### src/rtl/uart_pkg.sv
// rtl/uart_pkg.sv - shared parity encodings, transmitter states and parity helper
package uart_pkg;

    localparam int PARITY_NONE = 0;
    localparam int PARITY_EVEN = 1;
    localparam int PARITY_ODD  = 2;

    typedef enum logic [2:0] {
        ST_IDLE   = 3'd0,
        ST_START  = 3'd1,
        ST_DATA   = 3'd2,
        ST_PARITY = 3'd3,
        ST_STOP   = 3'd4
    } tx_state_e;

    // Data is zero-extended to 9 bits; extra zeros do not change the XOR.
    function automatic logic parity_bit(input logic [8:0] data, input int mode);
        return (mode == PARITY_ODD) ? ~(^data) : (^data);
    endfunction

endpackage

### src/rtl/uart_sync_fifo.sv
// rtl/uart_sync_fifo.sv - single-clock FIFO with registered full/empty/count
module uart_sync_fifo #(
    parameter int WIDTH = 8,
    parameter int DEPTH = 16
) (
    input  logic                     clk,
    input  logic                     rst_n,
    input  logic                     push,
    input  logic [WIDTH-1:0]         push_data,
    input  logic                     pop,
    output logic [WIDTH-1:0]         pop_data,
    output logic                     full,
    output logic                     empty,
    output logic [$clog2(DEPTH):0]   count
);
    localparam int AW = $clog2(DEPTH);

    logic [WIDTH-1:0] mem [DEPTH];
    logic [AW-1:0]    wr_ptr_q, wr_ptr_d;
    logic [AW-1:0]    rd_ptr_q, rd_ptr_d;
    logic [AW:0]      count_q, count_d;
    logic             full_q, full_d;
    logic             empty_q, empty_d;
    logic             push_ok, pop_ok;

    // Writes are gated by the registered full flag, so a same-cycle pop never frees a slot early.
    always_comb begin
        push_ok  = push & ~full_q;
        pop_ok   = pop & ~empty_q;
        wr_ptr_d = wr_ptr_q + AW'(push_ok);
        rd_ptr_d = rd_ptr_q + AW'(pop_ok);
        count_d  = count_q + (AW+1)'(push_ok) - (AW+1)'(pop_ok);
        full_d   = (count_d == (AW+1)'(DEPTH));
        empty_d  = (count_d == '0);
    end

    // Pointer, occupancy and flag registers.
    always_ff @(posedge clk or negedge rst_n) begin
        if (!rst_n) begin
            wr_ptr_q <= '0;
            rd_ptr_q <= '0;
            count_q  <= '0;
            full_q   <= 1'b0;
            empty_q  <= 1'b1;
        end else begin
            wr_ptr_q <= wr_ptr_d;
            rd_ptr_q <= rd_ptr_d;
            count_q  <= count_d;
            full_q   <= full_d;
            empty_q  <= empty_d;
        end
    end

    // Storage is not reset; only accepted writes touch it.
    always_ff @(posedge clk) begin
        if (push_ok) begin
            mem[wr_ptr_q] <= push_data;
        end
    end

    assign pop_data = mem[rd_ptr_q];
    assign full     = full_q;
    assign empty    = empty_q;
    assign count    = count_q;

endmodule

### src/rtl/uart_tx_fifo.sv
// rtl/uart_tx_fifo.sv - UART transmitter fed by a TX FIFO
module uart_tx_fifo
    import uart_pkg::*;
#(
    parameter int CLK_FREQ    = 100_000_000,
    parameter int BAUD_RATE   = 9600,
    parameter int DATA_BITS   = 8,
    parameter int PARITY_MODE = 0,
    parameter int STOP_BITS   = 1,
    parameter int FIFO_DEPTH  = 16
) (
    input  logic                          PCLK,
    input  logic                          PRESETn,
    input  logic                          wr_en,
    input  logic [DATA_BITS-1:0]          wr_data,
    input  logic                          tx_hold,
    output logic                          fifo_full,
    output logic                          fifo_empty,
    output logic [$clog2(FIFO_DEPTH):0]   fifo_count,
    output logic                          overflow,
    output logic                          tx_busy,
    output logic                          tx_done,
    output logic                          tx_serial
);
    localparam int CLKS_PER_BIT = CLK_FREQ / BAUD_RATE;
    localparam int BAUD_W       = (CLKS_PER_BIT > 1) ? $clog2(CLKS_PER_BIT) : 1;

    tx_state_e              state_q, state_d;
    logic [BAUD_W-1:0]      baud_cnt_q, baud_cnt_d;
    logic [3:0]             bit_cnt_q, bit_cnt_d;
    logic                   stop_cnt_q, stop_cnt_d;
    logic [DATA_BITS-1:0]   shift_q, shift_d;
    logic                   parity_q, parity_d;
    logic                   tx_done_q, tx_done_d;
    logic                   overflow_q, overflow_d;
    logic                   fifo_pop;
    logic [DATA_BITS-1:0]   fifo_rdata;
    logic                   bit_end;
    logic                   can_start;

    uart_sync_fifo #(
        .WIDTH (DATA_BITS),
        .DEPTH (FIFO_DEPTH)
    ) u_fifo (
        .clk       (PCLK),
        .rst_n     (PRESETn),
        .push      (wr_en),
        .push_data (wr_data),
        .pop       (fifo_pop),
        .pop_data  (fifo_rdata),
        .full      (fifo_full),
        .empty     (fifo_empty),
        .count     (fifo_count)
    );

    // Frame sequencer: bit timing, state progression, FIFO pop and done pulse.
    always_comb begin
        state_d    = state_q;
        baud_cnt_d = baud_cnt_q;
        bit_cnt_d  = bit_cnt_q;
        stop_cnt_d = stop_cnt_q;
        shift_d    = shift_q;
        parity_d   = parity_q;
        tx_done_d  = 1'b0;
        fifo_pop   = 1'b0;
        overflow_d = wr_en & fifo_full;
        bit_end    = (baud_cnt_q == BAUD_W'(CLKS_PER_BIT - 1));
        can_start  = ~fifo_empty & ~tx_hold;

        if (state_q != ST_IDLE) begin
            baud_cnt_d = bit_end ? '0 : baud_cnt_q + BAUD_W'(1);
        end

        case (state_q)
            ST_IDLE: begin
                fifo_pop = can_start;
            end
            ST_START: begin
                if (bit_end) begin
                    state_d   = ST_DATA;
                    bit_cnt_d = '0;
                end
            end
            ST_DATA: begin
                if (bit_end) begin
                    shift_d = shift_q >> 1;
                    if (bit_cnt_q == 4'(DATA_BITS - 1)) begin
                        state_d    = (PARITY_MODE == PARITY_NONE) ? ST_STOP : ST_PARITY;
                        stop_cnt_d = 1'b0;
                    end else begin
                        bit_cnt_d = bit_cnt_q + 4'd1;
                    end
                end
            end
            ST_PARITY: begin
                if (bit_end) begin
                    state_d    = ST_STOP;
                    stop_cnt_d = 1'b0;
                end
            end
            ST_STOP: begin
                if (bit_end) begin
                    if (stop_cnt_q == 1'(STOP_BITS - 1)) begin
                        tx_done_d = 1'b1;
                        state_d   = ST_IDLE;
                        fifo_pop  = can_start;
                    end else begin
                        stop_cnt_d = stop_cnt_q + 1'b1;
                    end
                end
            end
            default: begin
                state_d = ST_IDLE;
            end
        endcase

        // A pop always launches a frame on the next cycle, from IDLE or straight out of STOP.
        if (fifo_pop) begin
            state_d    = ST_START;
            baud_cnt_d = '0;
            shift_d    = fifo_rdata;
            parity_d   = parity_bit(9'(fifo_rdata), PARITY_MODE);
        end
    end

    // Sequencer and pulse registers.
    always_ff @(posedge PCLK or negedge PRESETn) begin
        if (!PRESETn) begin
            state_q    <= ST_IDLE;
            baud_cnt_q <= '0;
            bit_cnt_q  <= '0;
            stop_cnt_q <= 1'b0;
            shift_q    <= '0;
            parity_q   <= 1'b0;
            tx_done_q  <= 1'b0;
            overflow_q <= 1'b0;
        end else begin
            state_q    <= state_d;
            baud_cnt_q <= baud_cnt_d;
            bit_cnt_q  <= bit_cnt_d;
            stop_cnt_q <= stop_cnt_d;
            shift_q    <= shift_d;
            parity_q   <= parity_d;
            tx_done_q  <= tx_done_d;
            overflow_q <= overflow_d;
        end
    end

    // Line level decoded from the current state; idle and stop are both high.
    always_comb begin
        tx_serial = 1'b1;
        case (state_q)
            ST_START:  tx_serial = 1'b0;
            ST_DATA:   tx_serial = shift_q[0];
            ST_PARITY: tx_serial = parity_q;
            default:   tx_serial = 1'b1;
        endcase
    end

    assign tx_busy  = (state_q != ST_IDLE);
    assign tx_done  = tx_done_q;
    assign overflow = overflow_q;

endmodule

### config.mk
export PLATFORM = sky130hd
export DESIGN_NAME = uart_tx_fifo
export DESIGN_NICKNAME = d
export VERILOG_FILES = /design/src/rtl/uart_pkg.sv /design/src/rtl/uart_sync_fifo.sv /design/src/rtl/uart_tx_fifo.sv
export SDC_FILE = /design/constraint.sdc
export NUM_CORES = 1
export LEC_CHECK = 0
export CAP_MARGIN = 20
export CORE_ASPECT_RATIO = 0.5
export CORE_MARGIN = 10
export CORE_UTILIZATION = 65
export CTS_CLUSTER_SIZE = 16
export DETAILED_ROUTE_END_ITERATION = 8
export GPL_TIMING_DRIVEN = 0
export PLACE_DENSITY = 0.87
export SLEW_MARGIN = 30
export SYNTH_ARGS = -nofsm -noshare
export SYNTH_HDL_FRONTEND = slang
export SYNTH_SLANG_ARGS = --single-unit
### constraint.sdc
create_clock -name PCLK -period 9.1 [get_ports PCLK]
set_input_delay 1.82 -clock PCLK [delete_from_list [all_inputs] [get_ports PCLK]]
set_output_delay 1.82 -clock PCLK [all_outputs]
set_load 0.02 [all_outputs]
Yosys cells after proc, flatten, opt, wreduce, memory -nomap -nowiden
Memory sizes are Yosys's and may differ from the RTL's.
Cells that the tools add are included.
- $add $sub $neg: 7
- multiply operators: 0
- div/mod/pow operators: 0
- order comparisons: 0
- equal/unequal tests: 20
- shifts and indexed selects: 0
- mux-type cells: 33
- bitwise logic cells: 7
- reduce and logical (&&, ||, !) cells: 13
- operators by type and width (cell ; count):
    $mux 14 ; 3
    $mux 8 ; 3
    $mux 3 ; 7
    $ne 3x2->1 const B ; 6
    $pmux 3 s5 ; 1
    $add 14x1->14 const B ; 1
    $eq 14x14->1 const B ; 1
    $mux 1 ; 12
    $mux 4 ; 3
    $ne 2x2->1 const B ; 6
    $reduce_xor 9->1 ; 1
    $add 4x1->4 ; 2
    $pmux 4 s2 ; 1
    $reduce_bool 2->1 ; 4
    $reduce_and 7->1 ; 1
    $eq 3x2->1 const B ; 2
    $pmux 1 s3 ; 2
    $reduce_bool 3->1 ; 2
    $add 5x1->5 ; 1
    $eq 5x5->1 const B ; 1
    $logic_not 5->1 ; 1
    $reduce_and 5->1 ; 1
    $sub 5x1->5 ; 1
    $add 4x1->4 const B ; 1
    other kinds (11) ; 16
- flip-flop bits (word level): 48
- latch bits: 0
- RAM bits: 128
- memory bits (read-only): 0
- output and inout port bits: 11
- word-level logic and storage cells: 94
- memories: 1
- memory list (memory ; words ; bits a word ; rd ports ; clocked after Yosys merged registers in ; wr ports ; RTL line ; source):
    u_fifo.mem ; 16 ; 8 ; 1 ; 0 ; 1 ; uart_sync_fifo.sv:18 ; logic [WIDTH-1:0] mem [DEPTH];

Longest topological paths before layout
Gate-level depths: netlist of the first run.
- word-level depth: 8
- depth in mapped cells: 15

Cells and area by module
From an unflattened synthesis of the first run, not the netlist that was laid out.
- cells, all modules: 455
- area, all modules: 7448.4 um2
- modules (own cells, without submodules) (module ; times used ; cells each ; area each (um2) ; seq. area each (um2)):
    uart_sync_fifo ; 1 ; 276 ; 5646.7 ; 4220.3
    uart_tx_fifo ; 1 ; 179 ; 1801.7 ; 800.8

Worst setup path after synthesis of the first run
No wires, ideal clock.
- kind: in2reg
- from: input port tx_hold
- to: register u_fifo.full_q (netlist: u_fifo.full)
- library setup time: 73 ps
- arrival: 3816 ps
- data required time: 9027 ps
- slack: 5211 ps
- stages: 10
- cells stage by stage: nor2_1 > nand3_1 > clkbuf_1 > nand2_1 > nand2_1 > ha_1 > fa_1 > xor2_1 > or4_1 > nor2b_1
- cells in the longest elaborated chain, start to end: 8
- RTL lines (element ; RTL line ; source):
    start: declaration ; uart_tx_fifo.sv:16 ; input logic tx_hold,
    $not 1->1 * ; uart_tx_fifo.sv:68 ; can_start = ~fifo_empty & ~tx_hold;
    $and 1x1->1 * ; uart_tx_fifo.sv:68 ;
    $mux 1 ; uart_tx_fifo.sv:103 ; if (stop_cnt_q == 1'(STOP_BITS - 1)) begin
    $mux 1 ; uart_tx_fifo.sv:102 ; if (bit_end) begin
    $pmux 1 s2 * ; uart_tx_fifo.sv:74 ; case (state_q)
    $and 1x1->1 * ; uart_sync_fifo.sv:29 ; pop_ok = pop & ~empty_q;
    $sub 5x1->5 * ; uart_sync_fifo.sv:32 ; count_d = count_q + (AW+1)'(push_ok) - (AW+1)'(pop_ok);
    via u_fifo.count_d[2] ; uart_sync_fifo.sv:21 ; logic [AW:0] count_q, count_d;
    $eq 5x5->1 * ; uart_sync_fifo.sv:33 ; full_d = (count_d == (AW+1)'(DEPTH));
    via u_fifo.full_d ; uart_sync_fifo.sv:22 ; logic full_q, full_d;
    end signal: assignment ; uart_sync_fifo.sv:49 ; full_q <= full_d;
    end: declaration ; uart_sync_fifo.sv:22 ;
Mark *: on every way through the listed nets, which the timed path passes. The rest lies on a longest branch.
A chain may end at the register's enable or synchronous reset.

Final worst setup path of the first run
Ends and elaborated chain as after synthesis.

==> summary.txt, run 1 <==
outcome: finished clean
via density per instance: 6.36
kind of cell adding the most delay to the critical path: simple AND/OR/NAND/NOR gates
clock root cell: clkbuf_16
first-pass GRT wire length: 23300 um
sequential area share after synthesis: 69.2%
CP max FO: 10
Overall Global Routing Usage: 19.6%
Seq cells post-synth: 175
commonest non-fill, non-tap cells in the layout: edfxtp_1, dfrtp_1, nor2_1
via count: 4071
Post-Syn Area per Cell: 16.5 sq um
clock power share: 35.7%
dpl hpwl: 8710 um
H-tree levels: 4
Max Clock Skew: 0.00846 ns
Worst Setup Start Kind: input pin
Int Power: 0.00146 W
routability cong.: 0.813
Buffers & Inverters on Critical Path: 2
Seq pwr share: 49.5%
minimum clock period: 4.26 ns
peak supply drop: 0.139 mV
Synth Flop Type: edfxtp_1
die area: 16000 sq um
placed insts: 608
overall routed net length: 15000 um
R2R cell count: 14
Hold Crit Class: reg -> reg
Max stage delay on crit path: 0.52 ns
LEAKAGE: 2.96 nW
Initial Util: 66.3%
CP Launch Point: tx_hold
CP dominant cell by count: nand2_1
Pre-antenna DRT Iters: 5
IO buf count: 22
area grow syn2layout: 13.9%
Hold Path Depth: 1
arrival time worst endpoint: 4.62 ns
synth warn: 0
Slew Viols, Final: 0
unrepaired setup endpoints after global routing: false
PwrDens: 244 nW/um^2
WP data required: 9.46 ns
Setup CP Type: in -> reg
clk buf depth: 2
number of enable flip-flop cells after synthesis: 128
drt initial violations: 540
setup TNS: 0 ns
Yosys cell types: 43
Hold Path End: bit_cnt_q[3]$_DFFE_PN0P_
largest net degree at the start of global routing: 48
post-CTS resize count: 0
FILL cells: 569
RR Startpoint: baud_cnt_q[0]$_DFFE_PN0P_
Setup Viol. Count Final: 0
slowest CP cell: or4_1
syn nets: 463
# diodes: 0
clk_lat worst skew: 0.43 ns
Max-Cap Viols: 0
Slew HR: 44.6%
fin cells: 640
clock-pin slew on the worst setup and hold paths: 0.07 ns
P_sw: 0.000558 W
hold path start: bit_cnt_q[3]$_DFFE_PN0P_
Post-DRT Antenna Nets: 0
most common cell after layout, fill and taps aside: edfxtp_1
CP Cell Sequence: clkdlybuf4s50_1 > nor2_1 > nand3_1 > clkbuf_1 > nand2_1 > nand2_1 > ha_1 > fa_1 > xor2_1 > or4_1 > nor2b_1
setup bufs post-CTS: 0
period utilization: 46.8%
sw frac: 27.6%
die height: 94.7 um
endpoints failing hold: 0
total CTS buffers: 17
Comb pwr share: 14.8%
Post-Syn Area: 7260 sq um
Row Count: 27
share of post-route cells with drive strength above 1: 15.4%
Mapped Cells: 441
grt ovf: 0
Achievable Freq: 235 MHz
initial antenna violation count: 0
nets@finish: 504
hold bufs inserted after CTS: 0
Critical Path End Type: flop
Synth async-reset ratio: 26.9%
Critical R2R Capture: u_fifo.full$_DFF_PN0_
Die X: 169 um
Routed wire per std cell: 23.5 um
core area: 10900 sq um
Post-route DRC: 0
Worst Tran Pin Value: 0.828 ns
Ports: 23
R2R setup slack: 5.34 ns
TritonCTS clock tree: done
clock sink total: 175
vias in the first global route: 4078
==> area by class of cell <==
| cell class | count | area (sq um) | share of cell area (%) |
|---|---|---|---|
| buffer | 17 | 133 | 1.60 |
| inverter | 7 | 26.3 | 0.318 |
| tap | 145 | 181 | 2.20 |
| timing repair buffer | 22 | 218 | 2.63 |
| multi-input combinational | 242 | 2100 | 25.4 |
| clock buffer | 17 | 425 | 5.15 |
| sequential | 175 | 5020 | 60.8 |
| clock inverter | 15 | 163 | 1.97 |
==> registers in the layout, summed over array words and instances, names as in the netlist, 3 cells and up <==
signal and flops:
u_fifo.mem 128, baud_cnt_q 14, shift_q 8, u_fifo.count 5
bit_cnt_q 4, u_fifo.rd_ptr_q 4, u_fifo.wr_ptr_q 4, state_q 3
==> power groups by stage <==
stage	sequential [W]	combinational [W]	clock (W)
global route	0.00101	0.000321	0.000756
floorplan	0.00102	0.000164	0
finish	0.00100	0.000299	0.000720
global placement	0.00100	0.000273	0
CTS	0.00100	0.000299	0.000723
detailed placement	0.00101	0.000286	0
==> metal layers <==
layer | part of all wire, % | GRT usage, % | routed length, um
met1 | 39 | 24.6 | 5850
met4 | 3.7 | 11.1 | 550
met5 | 0 | 0 | 0
met2 | 49 | 31.4 | 7330
met3 | 8.7 | 4.39 | 1310
==> cells by family (layout without fill, tap and decap cells) <==
| group | after synthesis | after routing | synth area share (%) |
|---|---|---|---|
| muxes | 41 | 41 | 11.8 |
| AOI/OAI and AO/OA | 41 | 41 | 3.66 |
| and+or+nand+nor | 122 | 122 | 7.95 |
| DFF | 175 | 175 | 69.2 |
| xor gates and xnor gates | 28 | 28 | 3.38 |
| buffers and inverters | 24 | 78 | 2.19 |
| adders and majority gates | 10 | 10 | 1.83 |
==> synth_stat cells (2+ instances only) <==
cell | instances | area, sq um
ha_1 | 9 | 113
nand3b_1 | 4 | 30.0
xor2_1 | 14 | 123
mux4_2 | 20 | 450
and3_1 | 3 | 18.8
mux2i_1 | 8 | 80.1
or2_2 | 2 | 12.5
nand3_1 | 10 | 50.1
a21o_1 | 2 | 15.0
buf_2 | 3 | 15.0
clkdlybuf4s25_2 | 3 | 30.0
edfxtp_1 | 128 | 3840
a22oi_1 | 16 | 120
o31ai_1 | 3 | 22.5
nor3_1 | 6 | 30.0
xnor2_1 | 14 | 123
nand4_1 | 4 | 25.0
nand2b_1 | 5 | 31.3
inv_1 | 7 | 26.3
clkbuf_1 | 5 | 18.8
mux4_1 | 12 | 315
nor2_1 | 42 | 158
o21ai_0 | 5 | 25.0
or3b_2 | 2 | 17.5
or4_1 | 2 | 15.0
dfrtp_1 | 46 | 1150
nand2_1 | 31 | 116
buf_4 | 2 | 15.0
and2_1 | 3 | 18.8
a21oi_1 | 12 | 60.1
buf_6 | 3 | 33.8
nor2b_1 | 4 | 25.0
==> metrics by stage <==
stage / instance area, sq um / setup slack [ns] / total power, W / util, % / hold WS, ns
detailed placement: 7680 / 4.41 / 0.00130 / 70.1 / 0.475
floorplan: 7260 / 5.21 / 0.00118 / - / 0.447
CTS: 8260 / 4.82 / 0.00202 / 75.5 / 0.489
global placement: 7660 / 4.44 / 0.00128 / 70.0 / 0.473
finish: 8260 / 4.84 / 0.00202 / 75.5 / 0.492
global route: 8260 / 4.68 / 0.00208 / 75.5 / 0.510
==> worst max path at each step <==
stage | end | cells after the start | slack [ns]
finish | u_fifo.full$_DFF_PN0_ | 11 | 4.84
global route | u_fifo.empty$_DFF_PN1_ | 11 | 4.68
CTS | u_fifo.full$_DFF_PN0_ | 11 | 4.82
detailed placement | u_fifo.full$_DFF_PN0_ | 11 | 4.41
global placement | u_fifo.mem[0][5]$_DFFE_PP_ | 4 | 4.44
floorplan | u_fifo.full$_DFF_PN0_ | 10 | 5.21
Note: power is estimated with default switching activity, not from simulation.
==> inputs of run 2 (changes only) <==
- CORE_UTILIZATION: 65 -> 55
- PLACE_DENSITY: 0.87 -> 0.78
- clock period: 9.1 -> 3.5 ns (I/O delays scaled with it)
==> summary.txt, run 2 (synthesized netlist as in run 1, its figures left out) <==
outcome: finished clean
clock sink total: 175
max FFs per register: 128
Overall Global Routing Usage: 15.6%
LEAKAGE: 2.96 nW
drt initial violations: 385
minimum clock period: 3.28 ns
TritonCTS clock tree: done
grt ovf: 0
Post-DRT Antenna Nets: 0
clk buf depth: 2
vias in the first global route: 3966
CP max FO: 10
die area: 18500 sq um
PwrDens: 627 nW/um^2
peak supply drop: 0.377 mV
placed insts: 633
unrepaired setup endpoints after global routing: false
P_sw: 0.00146 W
Most flops, register: u_fifo.mem
clock root cell: clkbuf_16
R2R setup slack: 0.22 ns
initial antenna violation count: 0
# diodes: 0
H-tree levels: 4
Die X: 182 um
most common cell after layout, fill and taps aside: edfxtp_1
via count: 3932
core area: 12800 sq um
area grow syn2layout: 14.6%
first-pass GRT wire length: 21900 um
Largest regs: u_fifo.mem (128), baud_cnt_q (14), shift_q (8)
Comb pwr share: 14.7%
Achievable Freq: 305 MHz
Row Count: 29
Seq pwr share: 49.8%
Ports: 23
Setup Viol. Count Final: 0
fin cells: 666
Pre-antenna DRT Iters: 6
WP data required: 3.84 ns
Hold Crit Class: in -> async
Total Power: 0.00521 W
share of post-route cells with drive strength above 1: 15.7%
sw frac: 28.1%
Max Clock Skew: 0.0111 ns
dpl hpwl: 8760 um
via density per instance: 5.90
overall routed net length: 13900 um
Worst Tran Pin Value: 0.791 ns
clock-pin slew on the worst setup and hold paths: 0.08 ns
Post-route DRC: 0
arrival time worst endpoint: 3.62 ns
routability cong.: 0.806
Slew HR: 47.0%
met3 GRT Util: 4.16%
Int Power: 0.00375 W
Critical Path End Type: flop
Slew Viols, Final: 0
setup TNS: 0 ns
Routed wire per std cell: 20.9 um
die height: 101 um
nets@finish: 505
clock power share: 35.6%
IO buf count: 22
commonest non-fill, non-tap cells in the layout: edfxtp_1, dfrtp_1, nor2_1
largest net degree at the start of global routing: 48
Worst Setup Start Kind: flop
total CTS buffers: 17
global routing usage on met1: 19.6%
Initial Util: 56.8%
period utilization: 93.7%
clk_lat worst skew: 0.43 ns
Max-Cap Viols: 0
Setup CP Type: reg -> reg
met2 GRT Util: 25.9%
endpoints failing hold: 0
gr busiest metal: met2
-- run 2: path summary, 6_finish.rpt --
kind | start | end | cells after the start
max | baud_cnt_q[0]$_DFFE_PN0P_ | u_fifo.full$_DFF_PN0_ | 14
min | PRESETn | baud_cnt_q[8]$_DFFE_PN0P_ | 1
max reg2reg | baud_cnt_q[0]$_DFFE_PN0P_ | u_fifo.full$_DFF_PN0_ | 14
min reg2reg | bit_cnt_q[3]$_DFFE_PN0P_ | bit_cnt_q[3]$_DFFE_PN0P_ | 1
max in group asynchronous | PRESETn | tx_done$_DFF_PN0_ | 1
min in group PCLK | bit_cnt_q[3]$_DFFE_PN0P_ | bit_cnt_q[3]$_DFFE_PN0P_ | 1
-- run 2: cell type report --
cell class	count	area, sq um
plain buffers	17	136
multi-input cells	242	2100
clock inverters	14	164
clock buffers	18	429
well taps	170	213
flip-flops and latches	175	5020
fillers	827	4460
inverters	7	26.3
repair buffers	23	225
-- run 2: repair_timing --
item                                    4_1_cts  5_1_grt
resized for setup                             0        6
pin swaps                                     1        0
buffers inserted                              1        0
hold buffers                                  0        0
endpoints found under the setup margin        2        2
cloned                                        0        0
-- run 2: power groups by stage --
| stage | combinational [W] | clock, W | sequential [W] |
|---|---|---|---|
| finish | 0.000765 | 0.00185 | 0.00259 |
| global route | 0.000826 | 0.00195 | 0.00261 |
| CTS | 0.000764 | 0.00187 | 0.00259 |
| detailed placement | 0.000753 | 0 | 0.00263 |
| global placement | 0.000718 | 0 | 0.00261 |
| floorplan | 0.000425 | 0 | 0.00264 |
-- run 2: stage by stage --
step	worst slack, ns	hold WS, ns	utilization [%]	area (sq um)
2_1_floorplan	0.350	0.404	-	7260
3_3_place_gp	-0.138	0.473	60.2	7690
3_5_place_dp	-0.222	0.474	60.3	7710
4_1_cts	0.0146	0.294	65.0	8310
5_1_grt	0.0312	0.319	65.1	8320
6_report	0.220	0.274	65.1	8320
-- run 2: routing by layer --
layer  share of wire [%]  routed length (um)
met1                  41                5670
met2                  49                6780
met3                 8.4                1170
met4                 1.9                 263
met5                   0                   0
-- run 2: critical path: stages (launching register included) --
cell,delay [ns]
dfrtp_1,0.39
ha_1,0.23
nand2_1,0.06
nor4_1,0.23
nand4b_1,0.19
nand2_1,0.13
nand3_2,0.15
buf_4,0.23
nand2_1,0.07
nand2_1,0.05
ha_1,0.21
fa_1,0.41
xor2_1,0.20
or4_1,0.51
nor2b_1,0.16
==> inputs of run 3 (changes only) <==
- TNS_END_PERCENT: not set -> 50
==> results of run 3 <==
No change in the layout: final DEF, timing and power equal those of run 2.
